[src/rtl/alu_operand_stage_if.sv]
// Issue, ALU and writeback bundle for alu_operand_stage.
// slave is the stage's view; master is the surrounding pipeline's view.
interface alu_operand_stage_if #(
    parameter int NUM_REGS   = 8,
    parameter int ADDR_WIDTH = 3,
    parameter int DATA_WIDTH = 8
);
    logic                  issue_valid;
    logic                  issue_ready;
    logic [2:0]            issue_op;
    logic [ADDR_WIDTH-1:0] issue_src_a;
    logic [ADDR_WIDTH-1:0] issue_src_b;
    logic                  issue_imm_en;
    logic [DATA_WIDTH-1:0] issue_imm;
    logic [ADDR_WIDTH-1:0] issue_dst;

    logic                  alu_valid;
    logic                  alu_ready;
    logic [DATA_WIDTH-1:0] alu_a;
    logic [DATA_WIDTH-1:0] alu_b;
    logic [2:0]            alu_op_code;
    logic [ADDR_WIDTH-1:0] alu_dst;

    logic                  wb_en;
    logic [ADDR_WIDTH-1:0] wb_addr;
    logic [DATA_WIDTH-1:0] wb_data;
    logic [3:0]            wb_flags;

    logic [3:0]            flags;
    logic [NUM_REGS-1:0]   pending;

    modport slave (
        input  issue_valid, issue_op, issue_src_a, issue_src_b, issue_imm_en,
               issue_imm, issue_dst, alu_ready, wb_en, wb_addr, wb_data, wb_flags,
        output issue_ready, alu_valid, alu_a, alu_b, alu_op_code, alu_dst,
               flags, pending
    );

    modport master (
        output issue_valid, issue_op, issue_src_a, issue_src_b, issue_imm_en,
               issue_imm, issue_dst, alu_ready, wb_en, wb_addr, wb_data, wb_flags,
        input  issue_ready, alu_valid, alu_a, alu_b, alu_op_code, alu_dst,
               flags, pending
    );
endinterface

[src/rtl/alu_operand_stage.sv]
// Operand-fetch stage: register file, NZCV flags and pending-write scoreboard ahead of the ALU.
// Define WB_BYPASS_EN to forward same-cycle writeback data to the sources and mask its hazards.
module alu_operand_stage #(
    parameter int NUM_REGS   = 8,
    parameter int ADDR_WIDTH = 3,
    parameter int DATA_WIDTH = 8
) (
    input  logic               clk,
    input  logic               rst_n,
    alu_operand_stage_if.slave bus
);
    logic [DATA_WIDTH-1:0] regs [NUM_REGS];
    logic [3:0]            flags_q;
    logic [NUM_REGS-1:0]   pending_q;
    logic [NUM_REGS-1:0]   pending_nxt;

    logic                  alu_valid_q;
    logic [DATA_WIDTH-1:0] alu_a_q;
    logic [DATA_WIDTH-1:0] alu_b_q;
    logic [2:0]            alu_op_q;
    logic [ADDR_WIDTH-1:0] alu_dst_q;

    logic [DATA_WIDTH-1:0] opnd_a;
    logic [DATA_WIDTH-1:0] opnd_b;
    logic                  pend_a;
    logic                  pend_b;
    logic                  pend_d;
    logic                  hazard;
    logic                  issue_ready;
    logic                  accept;

`ifdef WB_BYPASS_EN
    logic wb_hit_a;
    logic wb_hit_b;
    logic wb_hit_d;

    always_comb begin
        wb_hit_a = bus.wb_en && (bus.wb_addr == bus.issue_src_a);
        wb_hit_b = bus.wb_en && (bus.wb_addr == bus.issue_src_b);
        wb_hit_d = bus.wb_en && (bus.wb_addr == bus.issue_dst);
        opnd_a   = wb_hit_a ? bus.wb_data : regs[bus.issue_src_a];
        opnd_b   = bus.issue_imm_en ? bus.issue_imm
                 : (wb_hit_b ? bus.wb_data : regs[bus.issue_src_b]);
        pend_a   = pending_q[bus.issue_src_a] && !wb_hit_a;
        pend_b   = pending_q[bus.issue_src_b] && !wb_hit_b;
        pend_d   = pending_q[bus.issue_dst]   && !wb_hit_d;
    end
`else
    // Without forwarding a pending bit stalls even when its writeback lands this cycle.
    always_comb begin
        opnd_a = regs[bus.issue_src_a];
        opnd_b = bus.issue_imm_en ? bus.issue_imm : regs[bus.issue_src_b];
        pend_a = pending_q[bus.issue_src_a];
        pend_b = pending_q[bus.issue_src_b];
        pend_d = pending_q[bus.issue_dst];
    end
`endif

    always_comb begin
        hazard      = pend_a || (!bus.issue_imm_en && pend_b) || pend_d;
        issue_ready = (!alu_valid_q || bus.alu_ready) && !hazard;
        accept      = bus.issue_valid && issue_ready;
    end

    // Clear first so a same-cycle issue to the written register keeps its bit set.
    always_comb begin
        pending_nxt = pending_q;
        if (bus.wb_en) begin
            pending_nxt[bus.wb_addr] = 1'b0;
        end
        if (accept) begin
            pending_nxt[bus.issue_dst] = 1'b1;
        end
    end

    always_ff @(posedge clk or negedge rst_n) begin
        if (!rst_n) begin
            for (int i = 0; i < NUM_REGS; i++) begin
                regs[i] <= '0;
            end
            flags_q   <= '0;
            pending_q <= '0;
        end else begin
            if (bus.wb_en) begin
                regs[bus.wb_addr] <= bus.wb_data;
                flags_q           <= bus.wb_flags;
            end
            pending_q <= pending_nxt;
        end
    end

    always_ff @(posedge clk or negedge rst_n) begin
        if (!rst_n) begin
            alu_valid_q <= 1'b0;
            alu_a_q     <= '0;
            alu_b_q     <= '0;
            alu_op_q    <= '0;
            alu_dst_q   <= '0;
        end else if (accept) begin
            alu_valid_q <= 1'b1;
            alu_a_q     <= opnd_a;
            alu_b_q     <= opnd_b;
            alu_op_q    <= bus.issue_op;
            alu_dst_q   <= bus.issue_dst;
        end else if (bus.alu_ready) begin
            alu_valid_q <= 1'b0;
        end
    end

    assign bus.issue_ready = issue_ready;
    assign bus.alu_valid   = alu_valid_q;
    assign bus.alu_a       = alu_a_q;
    assign bus.alu_b       = alu_b_q;
    assign bus.alu_op_code = alu_op_q;
    assign bus.alu_dst     = alu_dst_q;
    assign bus.flags       = flags_q;
    assign bus.pending     = pending_q;
endmodule
[src/flat_wrapper.sv]
// flat-port wrapper written by rule: the top's interface ports become plain ports
module alu_operand_stage_flat 
#(
    parameter int NUM_REGS   = 8,
    parameter int ADDR_WIDTH = 3,
    parameter int DATA_WIDTH = 8
)
  (clk, rst_n, bus_issue_valid, bus_issue_op, bus_issue_src_a, bus_issue_src_b, bus_issue_imm_en, bus_issue_imm, bus_issue_dst, bus_alu_ready, bus_wb_en, bus_wb_addr, bus_wb_data, bus_wb_flags, bus_issue_ready, bus_alu_valid, bus_alu_a, bus_alu_b, bus_alu_op_code, bus_alu_dst, bus_flags, bus_pending);
  alu_operand_stage_if #(.NUM_REGS(NUM_REGS), .ADDR_WIDTH(ADDR_WIDTH), .DATA_WIDTH(DATA_WIDTH)) bus_i ();
  input  logic clk;
  input  logic rst_n;
  input wire logic [$bits(bus_i.issue_valid)-1:0] bus_issue_valid;
  input wire logic [$bits(bus_i.issue_op)-1:0] bus_issue_op;
  input wire logic [$bits(bus_i.issue_src_a)-1:0] bus_issue_src_a;
  input wire logic [$bits(bus_i.issue_src_b)-1:0] bus_issue_src_b;
  input wire logic [$bits(bus_i.issue_imm_en)-1:0] bus_issue_imm_en;
  input wire logic [$bits(bus_i.issue_imm)-1:0] bus_issue_imm;
  input wire logic [$bits(bus_i.issue_dst)-1:0] bus_issue_dst;
  input wire logic [$bits(bus_i.alu_ready)-1:0] bus_alu_ready;
  input wire logic [$bits(bus_i.wb_en)-1:0] bus_wb_en;
  input wire logic [$bits(bus_i.wb_addr)-1:0] bus_wb_addr;
  input wire logic [$bits(bus_i.wb_data)-1:0] bus_wb_data;
  input wire logic [$bits(bus_i.wb_flags)-1:0] bus_wb_flags;
  output wire logic [$bits(bus_i.issue_ready)-1:0] bus_issue_ready;
  output wire logic [$bits(bus_i.alu_valid)-1:0] bus_alu_valid;
  output wire logic [$bits(bus_i.alu_a)-1:0] bus_alu_a;
  output wire logic [$bits(bus_i.alu_b)-1:0] bus_alu_b;
  output wire logic [$bits(bus_i.alu_op_code)-1:0] bus_alu_op_code;
  output wire logic [$bits(bus_i.alu_dst)-1:0] bus_alu_dst;
  output wire logic [$bits(bus_i.flags)-1:0] bus_flags;
  output wire logic [$bits(bus_i.pending)-1:0] bus_pending;
  assign bus_i.issue_valid = bus_issue_valid;
  assign bus_i.issue_op = bus_issue_op;
  assign bus_i.issue_src_a = bus_issue_src_a;
  assign bus_i.issue_src_b = bus_issue_src_b;
  assign bus_i.issue_imm_en = bus_issue_imm_en;
  assign bus_i.issue_imm = bus_issue_imm;
  assign bus_i.issue_dst = bus_issue_dst;
  assign bus_i.alu_ready = bus_alu_ready;
  assign bus_i.wb_en = bus_wb_en;
  assign bus_i.wb_addr = bus_wb_addr;
  assign bus_i.wb_data = bus_wb_data;
  assign bus_i.wb_flags = bus_wb_flags;
  assign bus_issue_ready = bus_i.issue_ready;
  assign bus_alu_valid = bus_i.alu_valid;
  assign bus_alu_a = bus_i.alu_a;
  assign bus_alu_b = bus_i.alu_b;
  assign bus_alu_op_code = bus_i.alu_op_code;
  assign bus_alu_dst = bus_i.alu_dst;
  assign bus_flags = bus_i.flags;
  assign bus_pending = bus_i.pending;
  alu_operand_stage #(.NUM_REGS(NUM_REGS), .ADDR_WIDTH(ADDR_WIDTH), .DATA_WIDTH(DATA_WIDTH)) u_core (.clk(clk), .rst_n(rst_n), .bus(bus_i));
endmodule
[config.mk]
export PLATFORM = sky130hd
export DESIGN_NAME = alu_operand_stage_flat
export DESIGN_NICKNAME = d
export VERILOG_FILES = /design/src/rtl/alu_operand_stage_if.sv /design/src/rtl/alu_operand_stage.sv /design/src/flat_wrapper.sv
export SDC_FILE = /design/constraint.sdc
export NUM_CORES = 1
export LEC_CHECK = 0
export BUFFER_PORTS_ARGS = -buffer_cell sky130_fd_sc_hd__buf_2
export CAP_MARGIN = 25
export CORE_UTILIZATION = 47
export DETAILED_ROUTE_END_ITERATION = 16
export GPL_ROUTABILITY_DRIVEN = 0
export PLACE_DENSITY_LB_ADDON = 0.2
export SLEW_MARGIN = 20
export SYNTH_ARGS = -nofsm -noshare
export SYNTH_HDL_FRONTEND = slang
export SYNTH_SLANG_ARGS = --single-unit
[constraint.sdc]
create_clock -name clk -period 3.6 [get_ports clk]
set_input_delay 0.36 -clock clk [delete_from_list [all_inputs] [get_ports clk]]
set_output_delay 0.36 -clock clk [all_outputs]
set_load 0.1 [all_outputs]
==> results of run 1 <==
power by group through the flow:
| stage | Combinational (mW) | Sequential, mW | Clock [mW] |
|---|---|---|---|
| 5_1_grt | 2.57 | 1.73 | 0.742 |
| 4_1_cts | 2.48 | 1.68 | 0.703 |
| 3_3_place_gp | 2.45 | 1.69 | 0 |
| 2_1_floorplan | 0.808 | 2.95 | 0 |
| 3_5_place_dp | 2.48 | 1.71 | 0 |
| 6_report | 2.47 | 1.69 | 0.676 |
metrics by stage:
step                cell area, sq um  cells  hold WS [ns]
detailed placement              5480    522         0.479
global route                    5670    538         0.144
floorplan                       4990    325        0.0644
finish                          5670    538        0.0672
CTS                             5670    538        0.0937
global placement                5480    522         0.463
worst max-delay path, stage by stage (launching register included):
cell	delay, ns
sky130_fd_sc_hd__dfrtp_1	0.44
sky130_fd_sc_hd__mux2_2	0.28
sky130_fd_sc_hd__a222oi_1	0.35
sky130_fd_sc_hd__nand3_1	0.21
sky130_fd_sc_hd__a31oi_1	0.19
sky130_fd_sc_hd__buf_2	0.45
routing by layer:
layer	vias to the layer above	routed length, microns
li1	1385	-
met1	1632	5150
met2	101	5430
met3	8	560
met4	0	94
met5	-	0
layout make-up:
class / instances / area (sq um)
tap: 136 / 170
inverter: 6 / 22.5
timing repair buffer: 82 / 428
clock inverter: 5 / 37.5
multi-input combinational: 199 / 2380
sequential: 99 / 2480
fill: 866 / 4660
clock buffer: 11 / 151
cell families after synthesis:
group,count (synthesis)
multiplexers,148
AND/OR/NAND/NOR,30
buffers and inverters,27
flip-flops,99
AO/OA/AOI/OAI,21
path summary, 6_finish.rpt:
path / depth (start not counted) / slack, ns / endpoint
max in group asynchronous: 2 / 2.73 / u_core.bus.alu_a[2]$_DFFE_PN0P_
worst max-delay path: 5 / 0.95 / bus_issue_ready
worst min register to register: 1 / 0.50 / u_core.bus.alu_op_code[1]$_DFFE_PN0P_
worst min-delay path: 1 / 0.07 / u_core.regs[35]$_DFFE_PN0P_
worst max register to register: 6 / 1.10 / u_core.bus.alu_a[5]$_DFFE_PN0P_
min in group clk: 2 / 0.21 / u_core.bus.alu_op_code[1]$_DFFE_PN0P_
cells in the mapped netlist, drive strengths merged (2+ instances only):
| master | n |
|---|---|
| nand2 | 9 |
| a21oi | 2 |
| nand3 | 4 |
| nor2 | 2 |
| mux2i | 11 |
| buf | 9 |
| nor2b | 6 |
| mux4 | 35 |
| clkbuf | 12 |
| o21ai | 8 |
| a32o | 8 |
| inv | 6 |
| and2 | 3 |
| mux2 | 102 |
| dfrtp | 99 |
sequential cells by signal (all words and copies together) (netlist names):
name	cells
u_core.bus.alu_a	8
u_core.bus.alu_b	8
u_core.bus.alu_dst	3
u_core.bus.alu_op_code	3
u_core.bus.alu_valid	1
u_core.bus.flags	4
u_core.bus.pending	8
u_core.regs	64
==> summary.md, run 1 <==
In this run, post-CTS repair resized a total of 0 instances. The worst path meets setup with 0.947 ns of slack. After detailed routing, the number of vias per cell comes to 5.81. Internal power consumption: 2.43 mW.

For the wire length of the first global-routing pass, the log shows 18300 microns. CTS buffer count: 9. Derived from the worst setup path, the maximum achievable clock frequency is 0.377 GHz. The kind of start point of the critical path was a flip-flop. The flow ran to the end, and the final reports show no timing, DRC or antenna violations. Once detailed placement completed, the half-perimeter wirelength came to 7530 microns.

At the pin with the least slew margin, the transition time is 0.947 ns. For the cell count after synthesis, the log shows 325. The most common cell after layout, fill and taps aside is sky130_fd_sc_hd__mux2_2. Time the worst path needs with I/O delays and setup: 2.65 ns. The die covers 11000 sq um. The tools report the count of antenna-violating nets left after detailed routing as 0.

The number of hold buffers added after CTS was 0. The mux share of post-synthesis cell area is 41.0%. Relative to the synthesized area, the layout overhead comes to 13.5%. The tools report the sequential share of the synthesized area as 49.6%. The count of buffers inserted at the top-level ports was 76. TritonCTS built the clock tree. After clock tree synthesis, the clock-pin slew on the worst setup and hold paths is 0.09 ns. The synthesized design devotes to its leading area cell type 49.6% of total area. The number of global-route vias before repair is 3274, and the post-route clock period utilization is 73.7%. The run gives 0 as the number of pins with negative max-slew slack in the final report.

Setup repair after global routing left no endpoint under its margin. The main combinational cell family by area after synthesis was multiplexers. After synthesis the cells add up to 4990 sq um. The number of nets in the synthesized netlist was 366; the number of setup violations in the final report was 0.

By startpoint and endpoint, the worst setup path is classified as flip-flop to output port. The die is 105 microns tall. The clock passes through at most 2 buffers. In the layout the commonest cells are sky130_fd_sc_hd__mux2_2, sky130_fd_sc_hd__dfrtp_1, sky130_fd_sc_hd__buf_2, sky130_fd_sc_hd__mux4_2.

VDD sags by at most 598 uV. The met2 routing resource usage after global routing is 35.5%. STA classifies the critical path endpoint as an output port. Cell accounting for the most synthesized area: sky130_fd_sc_hd__dfrtp_1. The start of the worst register-to-register path was u_core.bus.pending[0]$_DFF_PN0_. The number of setup buffers added after CTS came out at 0.

The switching power as a share of total power works out to 49.8%. The overall die width is 105 microns, and the global-route met3 utilization is 3.68%. Count of endpoints failing hold in the final timing report: 0. After floorplanning, the core was sized to cover 10300 sq um. The number of enable flip-flop cells after synthesis is 0.

Setup total negative slack on the finished layout was measured at 0 ns. The tools report the routed wire length as 11200 microns. The critical path required time is 3.24 ns, and the clock latency of the later-clocked register in the worst-skew pair is 0.36 ns.

Counting flops with an async set or reset pin after synthesis yields a share of 100%. Cells fill 54.9% of the core in the end. Worst slew margin relative to its limit: 36.6%. The cell sitting at the root of the clock tree is a sky130_fd_sc_hd__clkbuf_8.

The mean post-synth cell area works out to 15.4 sq um. The total routing resource utilization after global routing is 22.2%, and the count of H-tree levels built during CTS is 3. Areal power density over the cells: 853 nW/um^2.

The clock network is responsible for 14.0% of the overall power. The tools report the worst setup timing slack at the placement stage as 0.899 ns. Dividing the detail-routed wire length by the instance count gives 20.9 microns. The tools report the number of remaining DRC errors as 0. The number of antenna violations at the first check in global routing is 0, and the share of synthesized cell area in and, or, nand and nor gates is 3.23%. Clock skew on the completed layout was measured at 0.0134 ns. The first routing iteration left 138 violations.

The tools report the launching element of the worst setup path as u_core.bus.pending[0]$_DFF_PN0_. For this design the top-level I/O count stands at 77. The number of inserted diodes was 0. The analysis attributes to net switching a power of 2.41 mW. After synthesis, the cell types taking the most area are sky130_fd_sc_hd__dfrtp_1, sky130_fd_sc_hd__mux2_2, sky130_fd_sc_hd__mux4_2.

Register share of total power: 34.9%. The complex-gate fraction of the synthesized area works out to 3.46%. The design draws 4.83 mW. The via total after detailed routing is 3126. Once the floorplan was initialized, standard cells occupied 48.4% of the core. For the total congestion overflow after global routing, the log shows 0. The logs give 5 for the first-pass iteration count of the detailed router and 51.1% for the share of total power in combinational logic. The synthesized netlist devotes 0% of its cell area to adder and majority cells.

The post-synthesis xor/xnor area fraction was 0%; the met1 track utilization from global routing was 31.6%. The most congested layer reported by global routing is met2. After floorplanning, the core was divided into 37 placement rows. The clock drives 99 sinks. For this run, the number of Yosys warnings is 0. Summed over all cells, the static leakage comes to 2.46 nW. In the final layout, the share of cells above drive strength 1 is 58.7%. For the number of nets at the end of the flow, the log shows 438. After synthesis the netlist holds a flip-flop and latch count of 99. The dominant register cell in the synthesized netlist was sky130_fd_sc_hd__dfrtp_1. Synthesis instantiated 28 different standard cells from the library. The largest fanout on the critical path is 5.

The tightest min-delay check is of the input port to async pin type. Entering global routing, the biggest net connects 63 pins. Across the run, the number of max-cap violations was 0. The arrival time reported for the critical path endpoint came out at 2.29 ns.
Note: power is estimated with default switching activity, not from simulation.
==> run 2: changes to the inputs <==
clock period = 2.25 ns   (was 3.6 ns; I/O delays follow)
==> summary.md, run 2 (synthesis gave the netlist of run 1 again) <==
The logs give 3335 (+1.9%) for the number of global-route vias before repair and 464 (+5.9%) for the number of nets at the end of the flow. The first-pass iteration count of the detailed router was 4 (-1); the total routing resource utilization after global routing was 22.7% (+0.44 points). The row count was 37 (unchanged). The run gives 9 (unchanged) as the CTS buffer count. The register-to-register setup slack was -0.14 ns (-1.24 ns); the count of H-tree levels built during CTS was 3 (unchanged). For the maximum number of pins on one net before global-route repair, the log shows 54 (-14%).

The register share of total power is 32.7% (-2.2 points), and the count of antenna-violating nets left after detailed routing is 0 (unchanged). The time the worst path needs with I/O delays and setup was 2.39 ns; the final setup skew was 0.00983 ns (-0.00360 ns). For the share of total power in combinational logic, the log shows 51.5% (+0.4 points). The run gives 0 (unchanged) as the number of antenna violations at the first check in global routing. The overall power after layout was 8.36 mW (+73%). By startpoint and endpoint, the worst setup path is classified as flip-flop to flip-flop. TritonCTS built the clock tree.

The sequential cell area came out at 2500 sq um (+0.91%). The standard cell area after detailed placement was 5740 sq um (+4.8%). STA classifies the critical path startpoint as a flip-flop. The count of endpoints failing hold in the final timing report was 0 (unchanged). The detailed router's first-iteration violation count is 133 (-3.6%), and the area of all placed cells without fillers is 6040 sq um (+6.6%). STA classifies the critical path endpoint as a flip-flop.

For the arrival time reported for the critical path endpoint, the log shows 2.65 ns (+0.36 ns). The most critical setup path has its startpoint at u_core.bus.pending[0]$_DFF_PN0_. The highest ir drop seen on vdd is 1100 uV (+84%), and the overall die width is 105 microns (unchanged). The number of remaining DRC errors is 0 (unchanged). The run gives -3.24 ns (-3.24 ns) as the setup TNS after final layout. The number of pins with negative max-slew slack in the final report is 0 (unchanged).

The critical path required time came out at 2.51 ns (-0.73 ns). For the power share of the clock group, the log shows 15.8% (+1.8 points). Count of buffers inserted at the top-level ports: 76 (unchanged). The total congestion overflow after global routing is 0 (unchanged). The checks that failed: setup timing. The slew at the pin with the worst max-slew slack came out at 0.496 ns (-0.451 ns). The run gives 18500 microns (+0.98%) as the wire length of the first global-routing pass.

End point of the critical path: u_core.bus.alu_b[5]$_DFFE_PN0P_. The number of top-level pins came out at 77 (unchanged). The tools report the CTS sink count as 99 (unchanged).

From synthesis to final layout, the design area changed by 21.1%. Clock tree synthesis selected as its root buffer the cell sky130_fd_sc_hd__clkbuf_8. The sum of net half-perimeters after detailed placement is 7950 microns (+5.6%), and the number of cell instances on the worst register-to-register path is 8 (+2).

The areal power density over the cells is 1380 nW/um^2 (+62%), and the final hold slack is 0.0844 ns (+0.0172 ns). The flip-flop count of the largest register, all copies and words added works out to 64 (unchanged). The register bank with the most flops was u_core.regs. The logs give 48.4% (unchanged) for the initial cell density of the core and 0 (unchanged) for the number of max-cap violations. The standby leakage power is 2.64 nW (+7.5%). The worst slew margin relative to its limit is 67.1% (+31 points). Internal power consumption: 4.40 mW (+82%). Most common cell after layout, fill and taps aside: sky130_fd_sc_hd__mux2_2. The post-route clock period utilization is 106%. The run gives 11600 microns (+3.6%) as the routed wire length. For the maximum root-to-sink buffer count, the log shows 2 (unchanged). Largest fanout on the critical path: 8 (+3). Start of the worst register-to-register path: u_core.bus.pending[0]$_DFF_PN0_. The class of the worst hold path is input port to flip-flop. The switching power as a share of total power was 47.3% (-2.5 points).

For the number of inserted diodes, the log shows 0 (unchanged). Derived from the worst setup path, the maximum achievable clock frequency is 0.418 GHz. The average vias per placed instance is 5.78 (-0.55%).

The worst setup timing slack at the placement stage came out at -0.00989 ns (-0.909 ns). The routed wire length per instance came out at 20.6 microns (-1.2%). The clock latency of the later-clocked register in the worst-skew pair was 0.36 ns (about the same); the core region area was 10300 sq um (unchanged).

Count of fill cells added during filler insertion: 819 (-5.4%). The flow ran to the end, but the final reports show violations. In the layout the commonest cells are sky130_fd_sc_hd__mux2_2, sky130_fd_sc_hd__dfrtp_1, sky130_fd_sc_hd__buf_2, sky130_fd_sc_hd__mux4_2, sky130_fd_sc_hd__buf_4. For the minimum setup slack in the final design, the log shows -0.143 ns (-1.09 ns). Number of setup violations in the final report: 31 (+31). The clock-pin transition on the worst setup and hold timing paths was 0.10 ns (about the same). Net switching component of the power: 3.96 mW (+64%).

Setup repair after global routing could not meet its margin everywhere. The fraction of layout cells with a size suffix above 1 came out at 63.6% (+4.8 points). The via total after detailed routing was 3259 (+4.3%); the full die area was 11000 sq um (unchanged). The die boundary height came out at 105 microns (unchanged). The endpoint of the worst register-to-register path is u_core.bus.alu_b[5]$_DFFE_PN0P_.

Multi-input combinational cell area: 2410 sq um (+1.3%).
[run 2: worst max-delay path, stage by stage, from the launching register on]
cell and delay (ns):
sky130_fd_sc_hd__dfrtp_4 0.51, sky130_fd_sc_hd__mux2_4 0.27, sky130_fd_sc_hd__a222oi_1 0.32, sky130_fd_sc_hd__nand3_1 0.16
sky130_fd_sc_hd__buf_4 0.17, sky130_fd_sc_hd__a311oi_4 0.21, sky130_fd_sc_hd__buf_6 0.17, sky130_fd_sc_hd__clkbuf_16 0.15
sky130_fd_sc_hd__mux2_2 0.33
[run 2: metal layers]
metal	part of all wire (%)	vias up	GRT usage [%]	wire, microns
li1	-	1444	-	-
met4	1.6	0	9.26	187
met2	48	115	35.4	5550
met5	0	-	0	0
met3	4.7	15	3.87	552
met1	46	1685	31.7	5360
[run 2: worst min-delay path by stage]
| stage | start | to | slack, ns | depth (start not counted) |
|---|---|---|---|---|
| after floorplan | rst_n | u_core.bus.alu_a[0]$_DFFE_PN0P_ | -0.07 | 0 |
| after global placement | rst_n | u_core.bus.alu_dst[2]$_DFFE_PN0P_ | 0.13 | 1 |
| after detailed placement | rst_n | u_core.bus.alu_dst[1]$_DFFE_PN0P_ | 0.14 | 1 |
| after CTS | bus_issue_op[2] | u_core.bus.alu_op_code[2]$_DFFE_PN0P_ | 0.06 | 2 |
| after global routing | bus_issue_op[0] | u_core.bus.alu_op_code[0]$_DFFE_PN0P_ | 0.06 | 2 |
| final | bus_issue_op[2] | u_core.bus.alu_op_code[2]$_DFFE_PN0P_ | 0.08 | 2 |
[run 2: power by group through the flow]
| stage | Sequential, mW | Combinational (mW) | Clock, mW |
|---|---|---|---|
| 6_report | 2.73 | 4.30 | 1.32 |
| 5_1_grt | 2.81 | 4.46 | 1.43 |
| 4_1_cts | 2.72 | 4.24 | 1.37 |
| 3_5_place_dp | 2.76 | 4.21 | 0 |
| 3_3_place_gp | 2.71 | 4.16 | 0 |
| 2_1_floorplan | 4.76 | 1.34 | 0 |
[run 2: area by class of cell]
class,instances,area share (%)
timing repair buffer,108,11.7
multi-input combinational,199,39.9
sequential,99,41.4
inverter,6,0.373
tap,136,2.82
clock inverter,5,1.37
clock buffer,11,2.50
[run 2: repair_timing]
item,CTS,global route
gates resized for setup,2,3
gates cloned,0,1
setup endpoints to repair,18,31
endpoints found under the hold margin,20,0
setup buffers,1,1
pin swaps,8,2
hold buffers,1,0
[run 2: metrics by stage]
| step | std cells | utilization, % |
|---|---|---|
| 5_1_grt | 564 | 58.6 |
| 3_5_place_dp | 544 | 55.6 |
| 6_report | 564 | 58.6 |
| 3_3_place_gp | 544 | 55.6 |
| 2_1_floorplan | 325 | - |
| 4_1_cts | 562 | 58.1 |
